## src/rtl/stepper_position_ctrl_if.sv

```systemverilog
// Command port of the stepper position controller:
// absolute target, channel and step mode over valid/ready.
interface stepper_position_ctrl_if #(
  parameter int NUM_CH = 2,
  parameter int POS_W  = 8
);
  localparam int CH_W = (NUM_CH > 1) ? $clog2(NUM_CH) : 1;

  logic             cmd_valid;
  logic             cmd_ready;
  logic [CH_W-1:0]  cmd_ch;
  logic [POS_W-1:0] cmd_target;
  logic             cmd_half;

  modport master (
    output cmd_valid,
    output cmd_ch,
    output cmd_target,
    output cmd_half,
    input  cmd_ready
  );

  modport slave (
    input  cmd_valid,
    input  cmd_ch,
    input  cmd_target,
    input  cmd_half,
    output cmd_ready
  );
endinterface

```

## src/rtl/stepper_position_ctrl.sv

```systemverilog
// Multi-channel stepper position controller: shared step tick,
// full/half stepping toward a target, then a timed holding torque.
module stepper_position_ctrl #(
  parameter int NUM_CH     = 2,
  parameter int POS_W      = 8,
  parameter int STEP_DIV   = 25000,
  parameter int HOLD_TICKS = 50
) (
  input  logic                    clk,
  input  logic                    reset,
  stepper_position_ctrl_if.slave  cmd,
  output logic [NUM_CH-1:0]       busy,
  output logic [NUM_CH*POS_W-1:0] pos,
  output logic [NUM_CH*4-1:0]     coil,
  output logic [NUM_CH*2-1:0]     pwm,
  output logic [NUM_CH-1:0]       done
);

  localparam int CH_W = (NUM_CH > 1) ? $clog2(NUM_CH) : 1;
  localparam int TC_W = $clog2(STEP_DIV);
  localparam int HC_W = $clog2(HOLD_TICKS + 1);

  localparam logic [TC_W-1:0] TC_MAX = TC_W'(STEP_DIV - 1);
  localparam logic [HC_W-1:0] HC_LD  = HC_W'(HOLD_TICKS);

  typedef enum logic [1:0] {
    S_IDLE,
    S_MOVE,
    S_HOLD
  } st_e;

  function automatic logic [3:0] ph2coil(input logic [2:0] p);
    logic [3:0] c;
    unique case (p)
      3'd0: c = 4'b1000;
      3'd1: c = 4'b1010;
      3'd2: c = 4'b0010;
      3'd3: c = 4'b0110;
      3'd4: c = 4'b0100;
      3'd5: c = 4'b0101;
      3'd6: c = 4'b0001;
      3'd7: c = 4'b1001;
    endcase
    return c;
  endfunction

  logic [TC_W-1:0]   tcnt_q, tcnt_d;
  logic              tick;
  logic [NUM_CH-1:0] free;

  assign tick = (tcnt_q == TC_MAX);

  // step-rate divider, shared by every channel
  always_comb begin
    tcnt_d = tick ? '0 : tcnt_q + TC_W'(1);
  end

  // divider register
  always_ff @(posedge clk or negedge reset) begin
    if (!reset) tcnt_q <= '0;
    else        tcnt_q <= tcnt_d;
  end

  // ready follows the addressed channel; unknown channels swallow it
  always_comb begin
    cmd.cmd_ready = 1'b1;
    for (int c = 0; c < NUM_CH; c++) begin
      if (cmd.cmd_ch == CH_W'(c)) cmd.cmd_ready = free[c];
    end
  end

  for (genvar c = 0; c < NUM_CH; c++) begin : g_ch
    st_e              st_q, st_d;
    logic [POS_W-1:0] pos_q, pos_d;
    logic [POS_W-1:0] tgt_q, tgt_d;
    logic [POS_W-1:0] pos_nx;
    logic             half_q, half_d;
    logic [2:0]       ph_q, ph_d, stp;
    logic [HC_W-1:0]  hc_q, hc_d;
    logic             busy_q, busy_d;
    logic             done_q, done_d;
    logic [3:0]       coil_q, coil_d;
    logic [1:0]       pwm_q, pwm_d;
    logic             acc, up;

    assign free[c] = (st_q != S_MOVE);
    assign acc     = cmd.cmd_valid && free[c]
                  && (cmd.cmd_ch == CH_W'(c));
    assign up      = (tgt_q > pos_q);
    assign stp     = half_q ? 3'd1 : 3'd2;
    assign pos_nx  = up ? pos_q + POS_W'(1)
                        : pos_q - POS_W'(1);

    // next state; an accept masks a coincident tick
    always_comb begin
      st_d   = st_q;
      pos_d  = pos_q;
      tgt_d  = tgt_q;
      half_d = half_q;
      ph_d   = ph_q;
      hc_d   = hc_q;
      done_d = 1'b0;
      if (acc) begin
        tgt_d  = cmd.cmd_target;
        half_d = cmd.cmd_half;
        if (cmd.cmd_target == pos_q) begin
          st_d   = S_HOLD;
          hc_d   = HC_LD;
          done_d = 1'b1;
        end else begin
          st_d = S_MOVE;
        end
      end else if (tick) begin
        unique case (st_q)
          S_MOVE: begin
            pos_d = pos_nx;
            ph_d  = up ? ph_q + stp : ph_q - stp;
            if (pos_nx == tgt_q) begin
              st_d   = S_HOLD;
              hc_d   = HC_LD;
              done_d = 1'b1;
            end
          end
          S_HOLD: begin
            hc_d = hc_q - HC_W'(1);
            if (hc_q == HC_W'(1)) st_d = S_IDLE;
          end
          default: ;
        endcase
      end
      busy_d = (st_d == S_MOVE);
      coil_d = (st_d == S_IDLE) ? 4'b0000 : ph2coil(ph_d);
      pwm_d  = (st_d == S_IDLE) ? 2'b00 : 2'b11;
    end

    // channel state and registered outputs
    always_ff @(posedge clk or negedge reset) begin
      if (!reset) begin
        st_q   <= S_IDLE;
        pos_q  <= '0;
        tgt_q  <= '0;
        half_q <= 1'b0;
        ph_q   <= '0;
        hc_q   <= '0;
        busy_q <= 1'b0;
        done_q <= 1'b0;
        coil_q <= '0;
        pwm_q  <= '0;
      end else begin
        st_q   <= st_d;
        pos_q  <= pos_d;
        tgt_q  <= tgt_d;
        half_q <= half_d;
        ph_q   <= ph_d;
        hc_q   <= hc_d;
        busy_q <= busy_d;
        done_q <= done_d;
        coil_q <= coil_d;
        pwm_q  <= pwm_d;
      end
    end

    assign busy[c]               = busy_q;
    assign done[c]               = done_q;
    assign pos[c*POS_W +: POS_W] = pos_q;
    assign coil[c*4 +: 4]        = coil_q;
    assign pwm[c*2 +: 2]         = pwm_q;
  end

endmodule

```

## src/flat_wrapper.sv

```systemverilog
// flat-port wrapper written by rule: the top's interface ports become plain ports
module stepper_position_ctrl_flat 
#(
  parameter int NUM_CH     = 2,
  parameter int POS_W      = 8,
  parameter int STEP_DIV   = 25000,
  parameter int HOLD_TICKS = 50
)
  (clk, reset, busy, pos, coil, pwm, done, cmd_cmd_valid, cmd_cmd_ch, cmd_cmd_target, cmd_cmd_half, cmd_cmd_ready);
  stepper_position_ctrl_if #(.NUM_CH(NUM_CH), .POS_W(POS_W)) cmd_i ();
  input  logic clk;
  input  logic reset;
  output logic [NUM_CH-1:0] busy;
  output logic [NUM_CH*POS_W-1:0] pos;
  output logic [NUM_CH*4-1:0] coil;
  output logic [NUM_CH*2-1:0] pwm;
  output logic [NUM_CH-1:0] done;
  input wire logic [$bits(cmd_i.cmd_valid)-1:0] cmd_cmd_valid;
  input wire logic [$bits(cmd_i.cmd_ch)-1:0] cmd_cmd_ch;
  input wire logic [$bits(cmd_i.cmd_target)-1:0] cmd_cmd_target;
  input wire logic [$bits(cmd_i.cmd_half)-1:0] cmd_cmd_half;
  output wire logic [$bits(cmd_i.cmd_ready)-1:0] cmd_cmd_ready;
  assign cmd_i.cmd_valid = cmd_cmd_valid;
  assign cmd_i.cmd_ch = cmd_cmd_ch;
  assign cmd_i.cmd_target = cmd_cmd_target;
  assign cmd_i.cmd_half = cmd_cmd_half;
  assign cmd_cmd_ready = cmd_i.cmd_ready;
  stepper_position_ctrl #(.NUM_CH(NUM_CH), .POS_W(POS_W), .STEP_DIV(STEP_DIV), .HOLD_TICKS(HOLD_TICKS)) u_core (.clk(clk), .reset(reset), .cmd(cmd_i), .busy(busy), .pos(pos), .coil(coil), .pwm(pwm), .done(done));
endmodule
```

## config.mk

```make
export PLATFORM = sky130hd
export DESIGN_NAME = stepper_position_ctrl_flat
export DESIGN_NICKNAME = d
export VERILOG_FILES = /design/src/rtl/stepper_position_ctrl_if.sv /design/src/rtl/stepper_position_ctrl.sv /design/src/flat_wrapper.sv
export SDC_FILE = /design/constraint.sdc
export NUM_CORES = 1
export LEC_CHECK = 0
export ABC_AREA = 1
export CORE_AREA = 2 2 112 114
export CTS_CLUSTER_SIZE = 20
export DETAILED_ROUTE_END_ITERATION = 8
export DIE_AREA = 0 0 114 116
export GPL_TIMING_DRIVEN = 0
export PLACE_DENSITY_LB_ADDON = 0.25
export SLEW_MARGIN = 20
export SYNTH_ARGS = -nofsm -noshare
export SYNTH_HDL_FRONTEND = slang
export SYNTH_SLANG_ARGS = --single-unit
```

## constraint.sdc

```tcl
create_clock -name clk -period 3.81 [get_ports clk]
set_input_delay 0.5715 -clock clk [delete_from_list [all_inputs] [get_ports clk]]
set_output_delay 0.5715 -clock clk [all_outputs]
set_load 0.005 [all_outputs]
```

# Word-level counts from Yosys, hierarchy flattened
# Memories as Yosys holds them, arrays and structs flattened.
# Cells that the tools add are included.
# W data, S select, Z words.
# classes
bitwise	3
n_reduce_logical	14
n_addsub	11
n_lt_le_gt_ge	2
eq_ne	19
n_mux	50
# op_table
cell	count
$mux W6	8
$eq A8 B8 Y1	4
$mux W2	14
$mux W3	8
$pmux W6 S2	2
$add A8 B1 Y8 const B	2
$gt A8 B8 Y1	2
$mux W8	2
$sub A8 B1 Y8 const B	2
$add A15 B1 Y15 const B	1
$eq A15 B15 Y1 const B	1
$mux W15	1
$eq A6 B1 Y1 const B	2
$sub A6 B1 Y6 const B	2
$mux W1	11
$eq A2 B1 Y1 const B	4
$mux W4	2
$pmux W2 S2	2
$reduce_and A4 Y1	2
$add A3 B3 Y3	2
$ne A3 B1 Y1 const B	2
$reduce_and A3 Y1	2
$reduce_bool A3 Y1	2
$sub A3 B3 Y3	2
7 further kinds	17
# word_totals
mem_bits_ro	64
memories	2
reg_bits	87
in_bits	13
out_inout_bits	33
# memory_table
memory	depth	width	rd	rd_ports_with_merged_regs	wr	line_no	text
(no name shown)	8	4	1	0	0	stepper_position_ctrl.sv:34	unique case (p)
(no name shown)	8	4	1	0	0	stepper_position_ctrl.sv:34	

# Longest topological paths before layout
# Gate-level depths: netlist (run 1).
# depth
ltp_word	9
ltp_mapped	29
depth_no_buf	29

# Worst setup path before layout (run 1)
# No wires, ideal clock.
# synth_path
path_type	reg-to-reg
startpoint	register u_core.g_ch[0].pos_q[7]
endpoint	register u_core.g_ch[0].coil_q[2]
setup_time_ns	0.122
arrival_ns	2.986
slack_ns	0.701
stages_incl_launch_ff	25
n_path_buf	0
period_less_slack_ns	3.109
path_cell_list	dfrtp_1 > inv_1 > ha_1 > nand2_1 > nor2_1 > nand4_2 > nand2_2 > inv_2 > fa_1 > xnor2_1 > inv_1 > nand2_1 > nand2_1 > nor2_1 > nand3_1 > nor2_2 > nand2_2 > nor2_4 > nand2_4 > nand2_8 > nand2_4 > nand2_4 > nand2_4 > nor2_8 > nor2_2
# synth_via
elab_chain_cells	9
elab_cells_between_ends	18
cone_classes	add/sub (2); order compare (1); eq/ne (2); mux (11); reduce/logical (1); memory (1)
# synth_lines
element	line_no	text
start, declared	stepper_position_ctrl.sv:74	logic [POS_W-1:0] pos_q, pos_d;
start signal, assigned	stepper_position_ctrl.sv:151	pos_q <= pos_d;
$sub A8 B1 Y8 (tied with other cells)	stepper_position_ctrl.sv:92	: pos_q - POS_W'(1);
$mux W8	stepper_position_ctrl.sv:91	assign pos_nx = up ? pos_q + POS_W'(1)
$eq A8 B8 Y1	stepper_position_ctrl.sv:118	if (pos_nx == tgt_q) begin
$mux W2	stepper_position_ctrl.sv:118	
$pmux W2 S2	stepper_position_ctrl.sv:114	unique case (st_q)
$mux W2	stepper_position_ctrl.sv:113	end else if (tick) begin
$mux W2	stepper_position_ctrl.sv:103	if (acc) begin
$logic_not A2 Y1	stepper_position_ctrl.sv:132	coil_d = (st_d == S_IDLE) ? 4'b0000 : ph2coil(ph_d);
$mux W4 *	stepper_position_ctrl.sv:132	
net u_core.g_ch[0].coil_d[2]	stepper_position_ctrl.sv:82	logic [3:0] coil_q, coil_d;
end signal, assigned	stepper_position_ctrl.sv:158	coil_q <= coil_d;
end, declared	stepper_position_ctrl.sv:82	
# The timed path passes the listed nets; every way through them passes the cells marked *.
# A chain may end at the register's enable or synchronous reset.

# Worst setup path after layout (run 1)
# layout_path
startpoint	register u_core.g_ch[0].pos_q[5]
endpoint	register u_core.g_ch[0].coil_q[2]
# Same word-level chain as after synthesis.

==> flow_summary.yaml, run 1 <==
outcome:
  status: "finished, final reports clean"
cells_and_area:
  stdcell_count: 987
  final_nets: 896
  area_growth_pct: 18.6
  n_antenna_cell: 0
  final_layout_size_suffix_gt1_share_pct: 13.3
  fin_util_pct: 58.6
  nFillCells: 1105
cts:
  cts_max_level: 3
  cts_tree: "yes"
  path_clk_slew_ns: 0.06
  cts_buffer_depth: 2
  clock_latency_ns: 0.35
  cts_root_buffer: "clkbuf_16"
  numCtsBuffers: 9
  cts_sinks: 85
logic_synthesis:
  seq_area_frac_synth_pct: 36.2
  syn_area_per_cell_um2: 7.62
  synth_top_family_by_area: "simple AND/OR/NAND/NOR gates"
  netlist_top_cells_area: "dfrtp_1 36%, nand2_1 12%, ha_1 9.1%, inv_1 6.8%, o21ai_0 4.4%"
  synth_top_area_cell: "dfrtp_1"
  yosys_warnings: 0
  ys_seq_elements: 85
  syn_area_um2: 5880
  ys.flop_type: "dfrtp_1"
  synth-simple-area-share_pct: 32.4
  synth.area.mux_share_pct: 0.702
  synth_most_common_cell: "nand2_1"
  synth_cell_type_count: 45
  synthAdderAreaFrac_pct: 10.5
  synthArstFlopShare_pct: 100
  synth_xor_area_share_pct: 2.38
  synth-edff-count: 0
  synth_compound_area_share_pct: 9.10
  synthTopCellsByCount: "190 x nand2_1, 106 x inv_1, 85 x dfrtp_1, 55 x nor2_1, 52 x o21ai_0"
  postSynthCellCount: 772
  syn_nets: 832
  yosysTopAreaCellShare_pct: 36.2
floorplanning:
  rows: 40
  core_um2: 11900
  dieArea_um2: 13200
  num_io_pins: 46
  start_util_pct: 49.4
  die_x_um: 114
  die_h_um: 116
sta:
  report.final.hold_viol_count: 0
  tns_ns: 0
  finalCritPeriodShare_pct: 92.2
  drv_slew: 0
  slew_headroom_pct: 65.2
  fin_worst_skew_ns: 0.00950
  min_period_ns: 3.51
  fmax_ghz: 0.285
  max_slew.worst_pin.slew_ns: 0.522
  timing.hold.ws_ns: 0.190
  setup_violations: 0
drt:
  ant_nets: 0
  vias: 5175
  drtIter0Drc: 312
  vias_per_cell: 5.24
  wl_um: 13500
  wl_per_cell_um: 13.7
  dr.pass1.iters: 5
  drc: 0
place:
  dp_hpwl_um: 10400
  dp.cells: 964
  numPortBuffers: 44
  gp_congestion: 0.875
setup_path:
  cp-end-kind: "flop"
  required_ns: 4.05
  reg2reg_to: "u_core.g_ch[0].coil_q[2]$_DFF_PN0_"
  ff2ff_path_depth: 25
  start_kind: "flop"
  cp_max_fo: 7
  rr_startpoint: "u_core.g_ch[0].pos_q[5]$_DFFE_PN0P_"
  crit_arrival_ns: 3.75
  critical_path_class: "reg -> reg"
  reg2reg_slack_ns: 0.30
global_route:
  grt_pass1_wl_um: 22700
  grt_pass1_vias: 5007
  grt_max_degree: 50
  antenna_found_initial: 0
  grt_overflow: 0
  grt_use_total_pct: 21.6
pwr:
  power.density_nw_per_um2: 315
  ir_drop_uv: 198
  p_leak_nw: 3.37
worst_hold_path:
  hold_path_class: "in -> async"
flow_run:
  drv_cap: 0
how the worst max path moves through the flow:
stage | start | end | slack [ns]
6_report | u_core.g_ch[0].pos_q[5]$_DFFE_PN0P_ | u_core.g_ch[0].coil_q[2]$_DFF_PN0_ | 0.30
5_1_grt | u_core.g_ch[1].pos_q[7]$_DFFE_PN0P_ | u_core.g_ch[1].coil_q[0]$_DFF_PN0_ | -0.03
4_1_cts | u_core.g_ch[1].pos_q[1]$_DFFE_PN0P_ | u_core.g_ch[1].coil_q[0]$_DFF_PN0_ | 0.12
3_5_place_dp | u_core.g_ch[1].pos_q[1]$_DFFE_PN0P_ | u_core.g_ch[1].coil_q[0]$_DFF_PN0_ | 0.14
3_3_place_gp | reset | u_core.g_ch[1].coil_q[0]$_DFF_PN0_ | -1.03
2_1_floorplan | u_core.g_ch[0].pos_q[7]$_DFFE_PN0P_ | u_core.g_ch[0].coil_q[2]$_DFF_PN0_ | 0.70
area by class of cell:
class | count | area [um^2] | share of cell area, %
multi-input cells | 556 | 3270 | 46.8
flip-flops and latches | 85 | 2140 | 30.7
repair buffers | 53 | 538 | 7.71
inverters | 118 | 443 | 6.35
clock buffers | 12 | 267 | 3.82
well taps | 147 | 184 | 2.64
plain buffers | 13 | 71.3 | 1.02
clock inverters | 3 | 67.6 | 0.968
stage by stage:
| stage | power (mW) | worst slack, ns | instance area, um^2 |
|---|---|---|---|
| 3_5_place_dp | 1.21 | 0.142 | 6530 |
| 6_report | 2.20 | 0.298 | 6980 |
| 3_3_place_gp | 1.19 | -1.03 | 6510 |
| 5_1_grt | 2.29 | -0.0309 | 6980 |
| 2_1_floorplan | 1.12 | 0.701 | 5880 |
| 4_1_cts | 2.20 | 0.122 | 6870 |
sequential cells by signal, indices dropped and copies added (netlist names):
signal	count
u_core.g_ch.pos_q	16
u_core.g_ch.tgt_q	16
u_core.tcnt_q	15
u_core.g_ch.hc_q	12
u_core.g_ch.coil_q	8
u_core.g_ch.ph_q	6
u_core.g_ch.st_q	4
u_core.g_ch.busy_q	2
u_core.g_ch.done_q	2
u_core.g_ch.half_q	2
u_core.g_ch.pwm_q	2
where the power goes:
part | leakage [nW] | total (mW) | switching [mW] | internal [mW]
logic | 2.17 | 0.280 | 0.170 | 0.110
registers | 1.04 | 0.930 | 0.0135 | 0.916
clock network | 0.161 | 0.986 | 0.362 | 0.624
total | 3.37 | 2.20 | 0.546 | 1.65
cells by family after synthesis:
kind of cell               after synthesis
and+or+nand+nor                        393
muxes                                    4
adders and majority gates               47
AOI/OAI and AO/OA                       96
buffers and inverters                  131
DFF                                     85
xor gates and xnor gates                16
critical path: stages, from the launching register on:
cell	delay, ns
dfrtp_1	0.41
inv_1	0.08
ha_1	0.31
a21oi_1	0.19
nor2_1	0.06
nor2_1	0.09
nand2_1	0.13
nand2_4	0.15
inv_2	0.06
fa_1	0.40
xnor2_1	0.20
inv_1	0.09
nand2_1	0.08
nand2_1	0.06
nor2_1	0.10
nand3_1	0.12
nor2_2	0.11
nand2_2	0.07
nor2_4	0.13
nand2_4	0.09
nand2_8	0.08
nand2_4	0.05
nand2_4	0.06
nand2_4	0.06
nor2_8	0.16
nor2_2	0.04
per-layer routing:
layer	wire (um)	GRT usage, %
met1	6170	27.7
met2	6340	35.7
met3	537	3.77
met4	416	10.6
met5	0	0
layout by cell type, fill, tap and decap left out, types with 7 or more instances in the layout:
| cell | instances |
|---|---|
| o21ai_0 | 52 |
| nand2_1 | 189 |
| dfrtp_2 | 10 |
| xnor2_1 | 8 |
| buf_4 | 14 |
| dfrtp_1 | 75 |
| nor2_1 | 54 |
| a21oi_1 | 19 |
| ha_1 | 43 |
| xor2_1 | 8 |
| clkdlybuf4s50_1 | 43 |
| clkbuf_16 | 9 |
| nand2_2 | 14 |
| nand3_1 | 48 |
| nand3b_1 | 13 |
| inv_1 | 106 |
| clkbuf_1 | 7 |
| nand4_1 | 21 |
| inv_2 | 9 |
| nor2_2 | 9 |
| o21ai_1 | 9 |
repair_timing:
action | in CTS | in global routing
hold buffers | 0 | 0
buffers inserted | 0 | 8
endpoints found under the setup margin | 0 | 26
resized for setup | 0 | 17
Note: power is estimated with default switching activity, not from simulation.
==> inputs of run 2 (changes only) <==
--- a/config.mk
+++ b/config.mk
@@ -6,12 +6,12 @@
 export NUM_CORES = 1
 export LEC_CHECK = 0
 export ABC_AREA = 1
-export CORE_AREA = 2 2 112 114
+export CORE_AREA = 2 2 103 105
 export CTS_CLUSTER_SIZE = 20
 export DETAILED_ROUTE_END_ITERATION = 8
-export DIE_AREA = 0 0 114 116
+export DIE_AREA = 0 0 105 107
 export GPL_TIMING_DRIVEN = 0
-export PLACE_DENSITY_LB_ADDON = 0.25
+export PLACE_DENSITY = 0.92
 export SLEW_MARGIN = 20
 export SYNTH_ARGS = -nofsm -noshare
 export SYNTH_HDL_FRONTEND = slang
==> constraint.sdc (replaced) <==
create_clock -name clk -period 4.1 [get_ports clk]
set_input_delay 0.615 -clock clk [delete_from_list [all_inputs] [get_ports clk]]
set_output_delay 0.615 -clock clk [all_outputs]
set_load 0.005 [all_outputs]
==> flow_summary.yaml, run 2 (synthesis results as in run 1) <==
sta:
  max_slew.worst_pin.slew_ns: 0.588
  min_period_ns: 3.82
  setup_violations: 0
  timing.hold.ws_ns: 0.239
  report.final.hold_viol_count: 0
  rsz0062_at_grt: "no"
  fin_worst_skew_ns: 0.00870
  slew_headroom_pct: 60.8
  drv_slew: 0
  finalCritPeriodShare_pct: 93.1
  fmax_ghz: 0.262
floorplanning:
  die_h_um: 107
  dieArea_um2: 11200
  rows: 37
  num_io_pins: 46
  die_x_um: 105
  start_util_pct: 58.3
  core_um2: 10100
cells_and_area:
  n_antenna_cell: 0
  area_growth_pct: 13.6
  mostFrequentLayoutCells: "190 x nand2_1, 106 x inv_1, 85 x dfrtp_1"
  postLayoutCellArea_um2: 6690
  reg_top3: "u_core.g_ch.pos_q (16), u_core.g_ch.tgt_q (16), u_core.tcnt_q (15)"
  final_layout_size_suffix_gt1_share_pct: 10.8
  nFillCells: 856
  final_nets: 888
  layout_commonest_cell: "nand2_1"
cts:
  post_cts_buffers: 0
  cts_sinks: 85
  cts_max_level: 3
  cts_resized: 0
  path_clk_slew_ns: 0.09
  numCtsBuffers: 9
  cts_buffer_depth: 2
  clock_latency_ns: 0.37
  cts_tree: "yes"
  cts_root_buffer: "clkbuf_8"
  postCtsHoldBufs: 0
pwr:
  power_mw: 1.67
  p_int_mw: 1.17
  p_switching_uw: 508
  combPwrFrac_pct: 14.5
  clkPwrFrac_pct: 33.8
  seqPwrFrac_pct: 51.6
  swShare_pct: 30.3
  ir_drop_uv: 133
  p_leak_nw: 3.27
  power.density_nw_per_um2: 250
worst_hold_path:
  hold_path_class: "in -> async"
global_route:
  grt_max_degree: 44
  grt_pass1_vias: 5121
  antenna_found_initial: 0
  grt_use_total_pct: 25.6
  grt_pass1_wl_um: 23200
  grt_overflow: 0
drt:
  vias: 5283
  wl_um: 13500
  top_layer: "met4"
  drc: 0
  wl_per_cell_um: 13.9
  vias_per_cell: 5.45
  wl_met2_um: 6610
  drt-met1-wl_um: 5850
  ant_nets: 0
  dr.pass1.iters: 5
  routed-wl-met3_um: 721
  drtIter0Drc: 263
setup_path:
  crit_family: "simple AND/OR/NAND/NOR gates"
  reg2reg_to: "u_core.g_ch[0].coil_q[2]$_DFF_PN0_"
  cp-end-kind: "flop"
  reg2reg_slack_ns: 0.28
  critPathSlowestCell: "dfrtp_1"
  start_kind: "flop"
  rr_startpoint: "u_core.g_ch[0].pos_q[1]$_DFFE_PN0P_"
  slowest_delay_ns: 0.51
  worst_path_most_repeated_cell: "nand2_1"
  ff2ff_path_depth: 27
  worst-path-buf-inv: 3
  cp_max_fo: 11
  critical_path_class: "reg -> reg"
  required_ns: 4.36
  crit_arrival_ns: 4.07
flow_run:
  drv_cap: 0
place:
  numPortBuffers: 44
  gp_congestion: 0.896
  placed_area_um2: 6510
  dp_hpwl_um: 10200
outcome:
  status: "finished, final reports clean"
[run 2: cell types whose count changed in the layout (fill, tap and decap cells not counted), moves of 2 or more]
cell,before,now
clkbuf_8,3,9
clkbuf_16,9,0
nand2_4,6,4
dfrtp_2,10,0
buf_4,14,7
clkinv_2,0,2
inv_6,0,2
dfrtp_1,75,85
bufinv_16,2,0
[run 2: how the worst max path moves through the flow]
stage | startpoint | end | slack [ns] | cells past startpoint
CTS | u_core.g_ch[0].pos_q[1]$_DFFE_PN0P_ | u_core.g_ch[0].coil_q[2]$_DFF_PN0_ | 0.35 | 27
detailed placement | u_core.g_ch[1].pos_q[7]$_DFFE_PN0P_ | u_core.g_ch[1].hc_q[0]$_DFFE_PN0P_ | 0.47 | 21
floorplan | u_core.g_ch[0].pos_q[7]$_DFFE_PN0P_ | u_core.g_ch[0].coil_q[2]$_DFF_PN0_ | 0.99 | 24
global route | u_core.g_ch[1].pos_q[7]$_DFFE_PN0P_ | u_core.g_ch[1].coil_q[0]$_DFF_PN0_ | 0.03 | 23
global placement | reset | u_core.g_ch[1].pos_q[3]$_DFFE_PN0P_ | -0.73 | 1
finish | u_core.g_ch[0].pos_q[1]$_DFFE_PN0P_ | u_core.g_ch[0].coil_q[2]$_DFF_PN0_ | 0.28 | 27
[run 2: per-stage QoR]
step	instances	setup slack, ns	TNS (ns)	utilization (%)
after floorplan	772	0.991	0	-
after global placement	952	-0.729	-61.49	64.3
after detailed placement	953	0.470	0	64.5
after CTS	969	0.350	0	66.2
after global routing	969	0.0346	0	66.2
final	969	0.284	0	66.2
[run 2: cell type report]
cell class	instances	area (um^2)	area share [%]
Clock buffer	10	128	1.91
Inverter	118	443	6.63
Sequential cell	85	2130	31.8
Multi-Input combinational cell	556	3240	48.5
Clock inverter	6	46.3	0.692
Buffer	13	71.3	1.07
Timing Repair Buffer	45	458	6.85
Tap cell	136	170	2.55
[run 2: power by group through the flow]
| stage | clock network [mW] | logic (mW) | registers (mW) |
|---|---|---|---|
| 2_1_floorplan | 0 | 0.167 | 0.875 |
| 3_3_place_gp | 0 | 0.226 | 0.879 |
| 3_5_place_dp | 0 | 0.238 | 0.880 |
| 4_1_cts | 0.572 | 0.243 | 0.863 |
| 5_1_grt | 0.610 | 0.276 | 0.865 |
| 6_report | 0.566 | 0.243 | 0.864 |
[run 2: per-layer routing]
| layer | track usage [%] | up-vias |
|---|---|---|
| met4 | 7.24 | 0 |
| met1 | 32.3 | 2486 |
| met5 | 0 | - |
| li1 | - | 2614 |
| met2 | 45.0 | 159 |
| met3 | 4.62 | 24 |
